<file path="config.mk">
export PLATFORM = sky130hd
export DESIGN_NAME = truth_table_sweeper
export DESIGN_NICKNAME = d
export VERILOG_FILES = /design/src/rtl/truth_table_sweeper.sv
export SDC_FILE = /design/constraint.sdc
export NUM_CORES = 1
export LEC_CHECK = 0
export BUFFER_PORTS_ARGS = -buffer_cell sky130_fd_sc_hd__buf_2
export CAP_MARGIN = 5
export CELL_PAD_IN_SITES_DETAIL_PLACEMENT = 0
export CELL_PAD_IN_SITES_GLOBAL_PLACEMENT = 1
export CORE_ASPECT_RATIO = 1.1
export CORE_MARGIN = 1.5
export CORE_UTILIZATION = 48
export DETAILED_ROUTE_END_ITERATION = 12
export PLACE_DENSITY_LB_ADDON = 0.1
export SYNTH_ARGS = -nofsm -noshare
export SYNTH_HDL_FRONTEND = slang
export SYNTH_SLANG_ARGS = --single-unit
</file>
<file path="constraint.sdc">
create_clock -name clk -period 2.8 [get_ports clk]
set_input_delay 0.28 -clock clk [delete_from_list [all_inputs] [get_ports clk]]
set_output_delay 0.28 -clock clk [all_outputs]
set_load 0.02 [all_outputs]
</file>
<file path="src/rtl/truth_table_sweeper.sv">
// Sweeps all eight input vectors of a 3-input gate, samples its output after a
// programmable settle time and compares the measured truth table to an expected one.
module truth_table_sweeper #(
  parameter int SETTLE_CYCLES = 4,
  parameter int CNT_W         = 8
) (
  input  logic       clk,
  input  logic       rst_n,
  input  logic       start,
  input  logic       abort,
  input  logic [7:0] expected,
  output logic [2:0] gate_in,
  input  logic       gate_out,
  output logic       busy,
  output logic       done,
  output logic [7:0] table_out,
  output logic       match,
  output logic [7:0] mismatch_mask
);

  typedef enum logic [1:0] {
    IDLE   = 2'd0,
    SETTLE = 2'd1,
    SAMPLE = 2'd2,
    FINISH = 2'd3
  } state_t;

  localparam logic [CNT_W-1:0] CNT_LAST = CNT_W'(SETTLE_CYCLES - 1);

  state_t           state_reg, state_next;
  logic [2:0]       idx_reg, idx_next;
  logic [CNT_W-1:0] cnt_reg, cnt_next;
  logic [7:0]       shadow_reg, shadow_next;
  logic [7:0]       exp_reg, exp_next;
  logic [7:0]       table_reg, table_next;
  logic             match_reg, match_next;
  logic [7:0]       mask_reg, mask_next;

  logic             sample_fire;
  logic             shadow_clear;
  logic [7:0]       shadow_we;

  // State register plus all datapath registers; every one returns to zero on reset.
  always_ff @(posedge clk or negedge rst_n) begin
    if (!rst_n) begin
      state_reg  <= IDLE;
      idx_reg    <= '0;
      cnt_reg    <= '0;
      shadow_reg <= '0;
      exp_reg    <= '0;
      table_reg  <= '0;
      match_reg  <= 1'b0;
      mask_reg   <= '0;
    end else begin
      state_reg  <= state_next;
      idx_reg    <= idx_next;
      cnt_reg    <= cnt_next;
      shadow_reg <= shadow_next;
      exp_reg    <= exp_next;
      table_reg  <= table_next;
      match_reg  <= match_next;
      mask_reg   <= mask_next;
    end
  end

  // Next-state and output decode.
  always_comb begin
    state_next   = state_reg;
    idx_next     = idx_reg;
    cnt_next     = cnt_reg;
    exp_next     = exp_reg;
    table_next   = table_reg;
    match_next   = match_reg;
    mask_next    = mask_reg;
    sample_fire  = 1'b0;
    shadow_clear = 1'b0;
    gate_in      = 3'd0;
    busy         = 1'b0;
    done         = 1'b0;

    case (state_reg)
      IDLE: begin
        // abort takes priority over a simultaneous start
        if (start && !abort) begin
          exp_next     = expected;
          idx_next     = 3'd0;
          cnt_next     = '0;
          shadow_clear = 1'b1;
          state_next   = SETTLE;
        end
      end

      SETTLE: begin
        gate_in  = idx_reg;
        busy     = 1'b1;
        cnt_next = cnt_reg + CNT_W'(1);
        if (abort) begin
          state_next = IDLE;
        end else if (cnt_reg == CNT_LAST) begin
          state_next = SAMPLE;
        end
      end

      SAMPLE: begin
        gate_in = idx_reg;
        busy    = 1'b1;
        if (abort) begin
          state_next = IDLE;
        end else begin
          sample_fire = 1'b1;
          if (idx_reg == 3'd7) begin
            state_next = FINISH;
          end else begin
            idx_next   = idx_reg + 3'd1;
            cnt_next   = '0;
            state_next = SETTLE;
          end
        end
      end

      FINISH: begin
        done       = 1'b1;
        table_next = shadow_reg;
        match_next = (shadow_reg == exp_reg);
        mask_next  = shadow_reg ^ exp_reg;
        state_next = IDLE;
      end

      default: begin
        state_next = IDLE;
      end
    endcase
  end

  // One write enable per truth-table bit, selected by the current vector index.
  generate
    for (genvar gi = 0; gi < 8; gi++) begin : g_shadow_we
      assign shadow_we[gi] = sample_fire && (idx_reg == 3'(gi));
    end
  endgenerate

  always_comb begin
    shadow_next = shadow_reg;
    if (shadow_clear) begin
      shadow_next = '0;
    end else begin
      shadow_next = (shadow_reg & ~shadow_we) | (shadow_we & {8{gate_out}});
    end
  end

  assign table_out     = table_reg;
  assign match         = match_reg;
  assign mismatch_mask = mask_reg;

endmodule

</file>
==> impl_results.md, run 1 <==
- Status: finished, final reports clean
- Non-filler cells, final: ~290
- Max-slew violation count: 0
- Final setup margin: 0.741 ns
- Clock transition at path regs: around 0.09 ns
- Post-CTS setup buffers: 0
- I/O pin count: 35
- Placed Area: 2460 um2
- Worst-Margin Slew: between 1 and 1.5 ns
- CTS H-Tree Depth: 2
- # rows: 26
- Max Cap Viol: 0
- Vias in the first global route: about 1500
- Placed cell count: about 290
- Leakage: between 1 and 1.5 nW
- # setup viols final: 0
- Clk sink count: 46
- Main combinational cell family by area after synthesis: simple AND/OR/NAND/NOR gates
- Layout cells sized above 1: 0.295
- Hold buffer count at CTS: 0
- Mean routed wirelength per cell: approximately 15 um
- Antenna fix cells: 0
- CTS resizes: 0
- WS Path Type: reg2reg
- CP Data Required Time: 2.99 ns
- Initial Utilization: 0.492
- Multiplexer area fraction after synthesis: 0.137
- Router iterations before antenna repair: 4
- Sequential share of the synthesized area: 0.510
- Final Hold Viols: 0
- Synth Instances: 202
- Startpoint type of the worst setup path: register
- Area of the mapped netlist: 2260 um2
- CTS root buffer: clkbuf_8
- Final Util: 0.556
- Die width: around 70 um
- CTS tree: done
- CP Cell Sequence: inv_1 > ha_1 > inv_1 > nor2_2 > mux2_2
- First-pass GRT wire length: approximately 7000 um
- CTS Buf Count: 5
- # nets final: 260
- 1st-iter DRT viols: 93
- Slowest Stage Delay on Critical Path: ~0.57 ns
- Synth Area in Compound Gates: 0.0886
- HP Class: in2async
- Post-Synth Adder-Cell Area: 0.0609
- Worst Skew: ~0.0080 ns
- Synth unique cells: 31
- CP endpoint kind: register
- Die height: 74.9 um
- Sum Neg Setup Slack: 0 ns
- Initial antenna violation count: 0
- Insertion delay to the later sink of the worst-skew pair: ~0.30 ns
- Final hold slack: around 0.14 ns
- Largest net degree at the start of global routing: 47
- Vias/cell: 5.51
- Mean Syn Cell Area: 11.2 um2
- Place WS: about 0.73 ns
- Simple-Gate Fraction of Synth Area: 0.140
- Global-route usage over all layers: 0.193
- Power Density: roughly 700 nW/um2
- Unrepaired setup endpoints after global routing: no
- Remaining Overflow, GRT: 0
- CP max FO: 13
- Core area: 4590 um2
- Routed WL: 4390 um
- Design area: ~2500 um2
- Gp weighted congestion: around 0.78
- Syn_nets: ~230
- Clock buffer depth: 2
- Via Count: between 1500 and 2000
- CP Data Arrival Time: about 2.2 ns
- Fmax: ~490 MHz
- Period minus WS final: approximately 2.1 ns
- # DRC: 0
- Area Growth Syn to Fin: 12.9%
- Crit-path slowest cell: nor2_2
- Post-DRT Antenna Nets: 0
- IO buf count: 34
- Tot Pwr: roughly 1.7 mW
- Worst VDD drop: about 0.28 mV
- Worst path most repeated cell: inv_1
- Die area: approximately 5100 um2
- Relative slew slack: 0.330
- DP Wirelength: 3240 um
- Post-Synth XOR/XNOR Area: 0.0310
- Fin crit share: 0.735
- #FFs+latches synth: 46
- Fillers: roughly 420
- Synth warn: 0
[cell usage in the layout (no fill, tap or decap), types with 2 or more instances in the layout]
cell type,instances
mux2_2,24
inv_1,8
nor2_1,6
o21ai_0,12
clkbuf_8,5
nand3_1,10
or4_1,2
mux2i_1,4
dfrtp_1,46
nand2b_1,5
ha_1,11
a21oi_1,13
nor4_1,2
nand2_1,20
nand4_1,2
or3_1,4
and2_1,4
o31ai_1,3
buf_2,34
xor2_1,8
[kinds of logic after synthesis]
group | count (synthesis)
AO/OA/AOI/OAI | 32
XOR/XNOR | 8
adder cells (fa/ha/maj) | 11
buffers and inverters | 16
flip-flops | 46
multiplexers | 28
AND/OR/NAND/NOR | 61
[synthesized netlist by cell type]
cell type  count  area (um2)
o21ai_0       12        60.1
o21ba_4        1        16.3
buf_2          5        25.0
a31oi_4        1        21.3
a21oi_1       13        65.1
inv_1          8        30.0
nor2_2         1        6.26
o31ai_1        3        22.5
nor2_1         6        22.5
clkbuf_1       2        7.51
xor2_1         8        70.1
nor3b_1        1        7.51
and2_1         4        25.0
a31oi_1        1        6.26
nor4_1         2        12.5
nand4_1        2        12.5
ha_1          11         138
mux2i_1        4        40.0
or4_1          2        15.0
nor4b_1        1        8.76
buf_6          1        11.3
o32ai_1        1        8.76
nand2_1       20        75.1
or3_1          4        25.0
nand3_1       10        50.1
nor3_1         1        5.00
nand2b_1       5        31.3
nor3b_2        1        12.5
dfrtp_1       46        1150
mux2_2        24         270
nor2b_1        1        6.26
[critical path: cells and delay by family (launching register included)]
family / cells / cell delay [ns]
and+or+nand+nor: 1 / 0.57
muxes: 1 / 0.41
DFF: 1 / 0.40
adders and majority gates: 1 / 0.36
buffers and inverters: 2 / 0.20
[path summary, 6_finish.rpt]
path,from,endpoint,slack (ns),cells after the start
worst max-delay path,state_reg[1],exp_reg[3],0.74,5
worst min-delay path,rst_n,exp_reg[1],0.14,1
worst max register to register,state_reg[1],exp_reg[3],0.74,5
worst min register to register,table_out[6],table_out[6],0.51,1
max in group asynchronous,rst_n,idx_reg[0],2.03,1
min in group clk,expected[1],exp_reg[1],0.21,2
[report_power, final]
part	total [mW]	switching, mW	internal, mW	leakage, nW
Clock	0.401	0.225	0.176	0.0452
Sequential	0.856	0.0779	0.778	0.620
Combinational	0.489	0.282	0.208	0.591
Total	1.75	0.584	1.16	1.26
[layout make-up]
class	count	area [um2]	share of cell area
multi-input cells	140	1030	0.405
inverters	8	30.0	0.0118
well taps	56	70.1	0.0275
clock buffers	6	72.6	0.0285
clock inverters	2	13.8	0.00540
flip-flops and latches	46	1150	0.452
repair buffers	35	178	0.0697
[metal layers]
metal / global-route usage / share of wire / vias to the layer above
met5: 0 / 0 / -
met4: 0.0667 / 0.014 / 0
met3: 0.0404 / 0.039 / 5
met2: 0.335 / 0.51 / 32
met1: 0.236 / 0.43 / 803
li1: - / - / 773
Power figures use the tool's default switching activity.
==> run 2: changes to the inputs <==
--- a/config.mk
+++ b/config.mk
@@ -11,7 +11,7 @@
 export CELL_PAD_IN_SITES_GLOBAL_PLACEMENT = 1
 export CORE_ASPECT_RATIO = 1.1
 export CORE_MARGIN = 1.5
-export CORE_UTILIZATION = 48
+export CORE_UTILIZATION = 40
 export DETAILED_ROUTE_END_ITERATION = 12
 export PLACE_DENSITY_LB_ADDON = 0.1
 export SYNTH_ARGS = -nofsm -noshare
==> constraint.sdc (replaced) <==
create_clock -name clk -period 1.7 [get_ports clk]
set_input_delay 0.17 -clock clk [delete_from_list [all_inputs] [get_ports clk]]
set_output_delay 0.17 -clock clk [all_outputs]
set_load 0.02 [all_outputs]
==> impl_results.md, run 2 (synthesis gave the netlist of run 1 again) <==
- Slowest Stage Delay on Critical Path: 0.46 ns (-0.11 ns)
- Die width: 74.6 um (+9.1%)
- # rows: 28 (+7.7%)
- CTS root buffer: clkbuf_8
- Relative slew slack: 0.680 (+0.350)
- # nets final: 294 (+13%)
- Router iterations before antenna repair: 4 (unchanged)
- DP Wirelength: 3760 um (+16%)
- First-pass GRT wire length: 8560 um (+19%)
- Unrepaired setup endpoints after global routing: yes
- Initial Utilization: 0.416 (-0.0765)
- R2R Path End: cnt_reg[2]
- Hold depth: 2
- I/O pin count: 35 (unchanged)
- Core area: 5430 um2 (+18%)
- Routed WL: 5390 um (+23%)
- CP max FO: 5 (-8)
- Gp weighted congestion: 0.832 (+6.0%)
- Worst Skew: 0.00331 ns (-0.00471 ns)
- Leakage: 1.47 nW (+17%)
- Post-DRT Antenna Nets: 0 (unchanged)
- Fin crit share: 0.988 (+0.253)
- Clock transition at path regs: 0.09 ns (about the same)
- Worst reg2reg path depth: 7 (+2)
- CTS Buf Count: 5 (unchanged)
- CP Data Arrival Time: 1.91 ns (-0.33 ns)
- WS Path Type: reg2reg
- Sw Pwr: 1.14 mW (+95%)
- Delay-heaviest family, CP: flip-flops
- Non-filler cells, final: 346 (+18%)
- Placed cell count: 322 (+13%)
- Fmax: 595 MHz (+23%)
- Largest net degree at the start of global routing: 29 (-38%)
- Max Cap Viol: 0 (unchanged)
- Flop-to-flop setup slack: 0.02 ns (-0.72 ns)
- Final hold slack: 0.103 ns (-0.0372 ns)
- Startpoint type of the worst setup path: register
- Worst VDD drop: 0.617 mV (+120%)
- Hold Crit Start: expected[5]
- Worst-Margin Slew: 0.480 ns (-0.525 ns)
- Sum Neg Setup Slack: 0 ns (unchanged)
- Insertion delay to the later sink of the worst-skew pair: 0.29 ns (about the same)
- Sequential share of power: 0.404 (-0.086)
- Clock buffer depth: 2 (unchanged)
- Hold Path Sink: exp_reg[5]
- # setup viols final: 0 (unchanged)
- CP Cell Sequence: inv_4 > ha_4 > o21ba_4 > a31oi_4 > buf_6 > or3_1 > a21oi_2
- Initial antenna violation count: 0 (unchanged)
- Layout cells sized above 1: 0.461 (+0.166)
- Fillers: 476 (+13%)
- Period minus WS final: 1.68 ns (-0.379 ns)
- CP Data Required Time: 1.93 ns (-1.06 ns)
- Die area: 6110 um2 (+19%)
- Crit path buf inv count: 2 (unchanged)
- Die height: 81.8 um (+9.2%)
- Most frequent cells in the layout: dfrtp_1, buf_2, buf_4
- Max-slew violation count: 0 (unchanged)
- Vias/cell: 5.08 (-7.8%)
- 1st-iter DRT viols: 57 (-39%)
- Final Hold Viols: 0 (unchanged)
- CTS tree: done
- Internal power: 2.35 mW (+100%)
- # DRC: 0 (unchanged)
- Commonest non-fill, non-tap cell in the layout: dfrtp_1
- CTS H-Tree Depth: 2 (unchanged)
- Vias in the first global route: 1782 (+16%)
- Global-route usage over all layers: 0.186 (-0.00710)
- Via Count: 1757 (+8.9%)
- IO buf count: 34 (unchanged)
- Clock network power share: 0.233 (+0.003)
- Status: finished, final reports clean
- Power Density: 1130 nW/um2 (+66%)
- Crit-path slowest cell: dfrtp_2
- Net Sw Frac: 0.326 (-0.00864)
- Remaining Overflow, GRT: 0 (unchanged)
- Multi-input gate area: 1190 um2 (+15%)
- Clk sink count: 46 (unchanged)
- Comb power frac: 0.363 (+0.083)
- Antenna fix cells: 0 (unchanged)
- HP Class: in2reg
- CP endpoint kind: register
- Mean routed wirelength per cell: 15.6 um (+4.1%)
- Reg2reg start: state_reg[1]
- Area Growth Syn to Fin: 36.2%
- Sequential Area: 1150 um2 (+0.11%)
[run 2: layout make-up]
cell class,instances,area share
clock buffer,6,0.0236
tap,75,0.0305
clock inverter,2,0.0122
inverter,8,0.0106
sequential,46,0.375
timing repair buffer,68,0.163
multi-input combinational,141,0.386
[run 2: power groups by stage]
stage | Sequential [mW] | Clock (mW) | Combinational (mW)
5_1_grt | 1.43 | 0.879 | 1.37
6_report | 1.41 | 0.814 | 1.27
2_1_floorplan | 1.47 | 0 | 0.592
3_3_place_gp | 1.41 | 0 | 0.941
3_5_place_dp | 1.43 | 0 | 0.986
4_1_cts | 1.41 | 0.838 | 1.15
[run 2: layer usage]
layer | GRT usage | routed length [um] | vias up | share of wire
met4 | 0.0509 | 28 | 0 | 0.0052
met5 | 0 | 0 | - | 0
met1 | 0.227 | 2390 | 883 | 0.44
met3 | 0.0344 | 166 | 2 | 0.031
li1 | - | - | 840 | -
met2 | 0.333 | 2810 | 32 | 0.52
[run 2: worst max-delay path by stage]
stage | from | end | cells after the start | slack [ns]
2_1_floorplan | state_reg[0] | cnt_reg[5] | 7 | 0.003
3_3_place_gp | state_reg[0] | cnt_reg[7] | 7 | -0.02
3_5_place_dp | state_reg[1] | cnt_reg[5] | 6 | -0.16
4_1_cts | state_reg[1] | cnt_reg[5] | 6 | -0.005
5_1_grt | state_reg[0] | cnt_reg[3] | 8 | -0.06
6_report | state_reg[1] | cnt_reg[2] | 7 | 0.02
[run 2: worst reg2reg max path, cell delays in order (launching register included)]
cell and delay, ns:
dfrtp_2 0.46, inv_4 0.10, ha_4 0.18, o21ba_4 0.16, a31oi_4 0.12, buf_6 0.14
or3_1 0.32, a21oi_2 0.13
[run 2: through the flow]
stage | util | setup WS, ns | total power, mW | area [um2]
global placement | 0.493 | -0.0207 | 2.35 | 2680
detailed placement | 0.493 | -0.161 | 2.41 | 2680
finish | 0.567 | 0.0196 | 3.49 | 3080
floorplan | - | 0.00332 | 2.06 | 2290
CTS | 0.541 | -0.00512 | 3.39 | 2940
global route | 0.567 | -0.0554 | 3.68 | 3080
[run 2: what timing repair did]
action,in CTS,in global routing
cloned,1,1
setup buffers,6,7
pin swaps,12,6
hold buffers,1,0
endpoints found under the setup margin,8,19
resized for setup,19,17
hold endpoints to repair,18,0
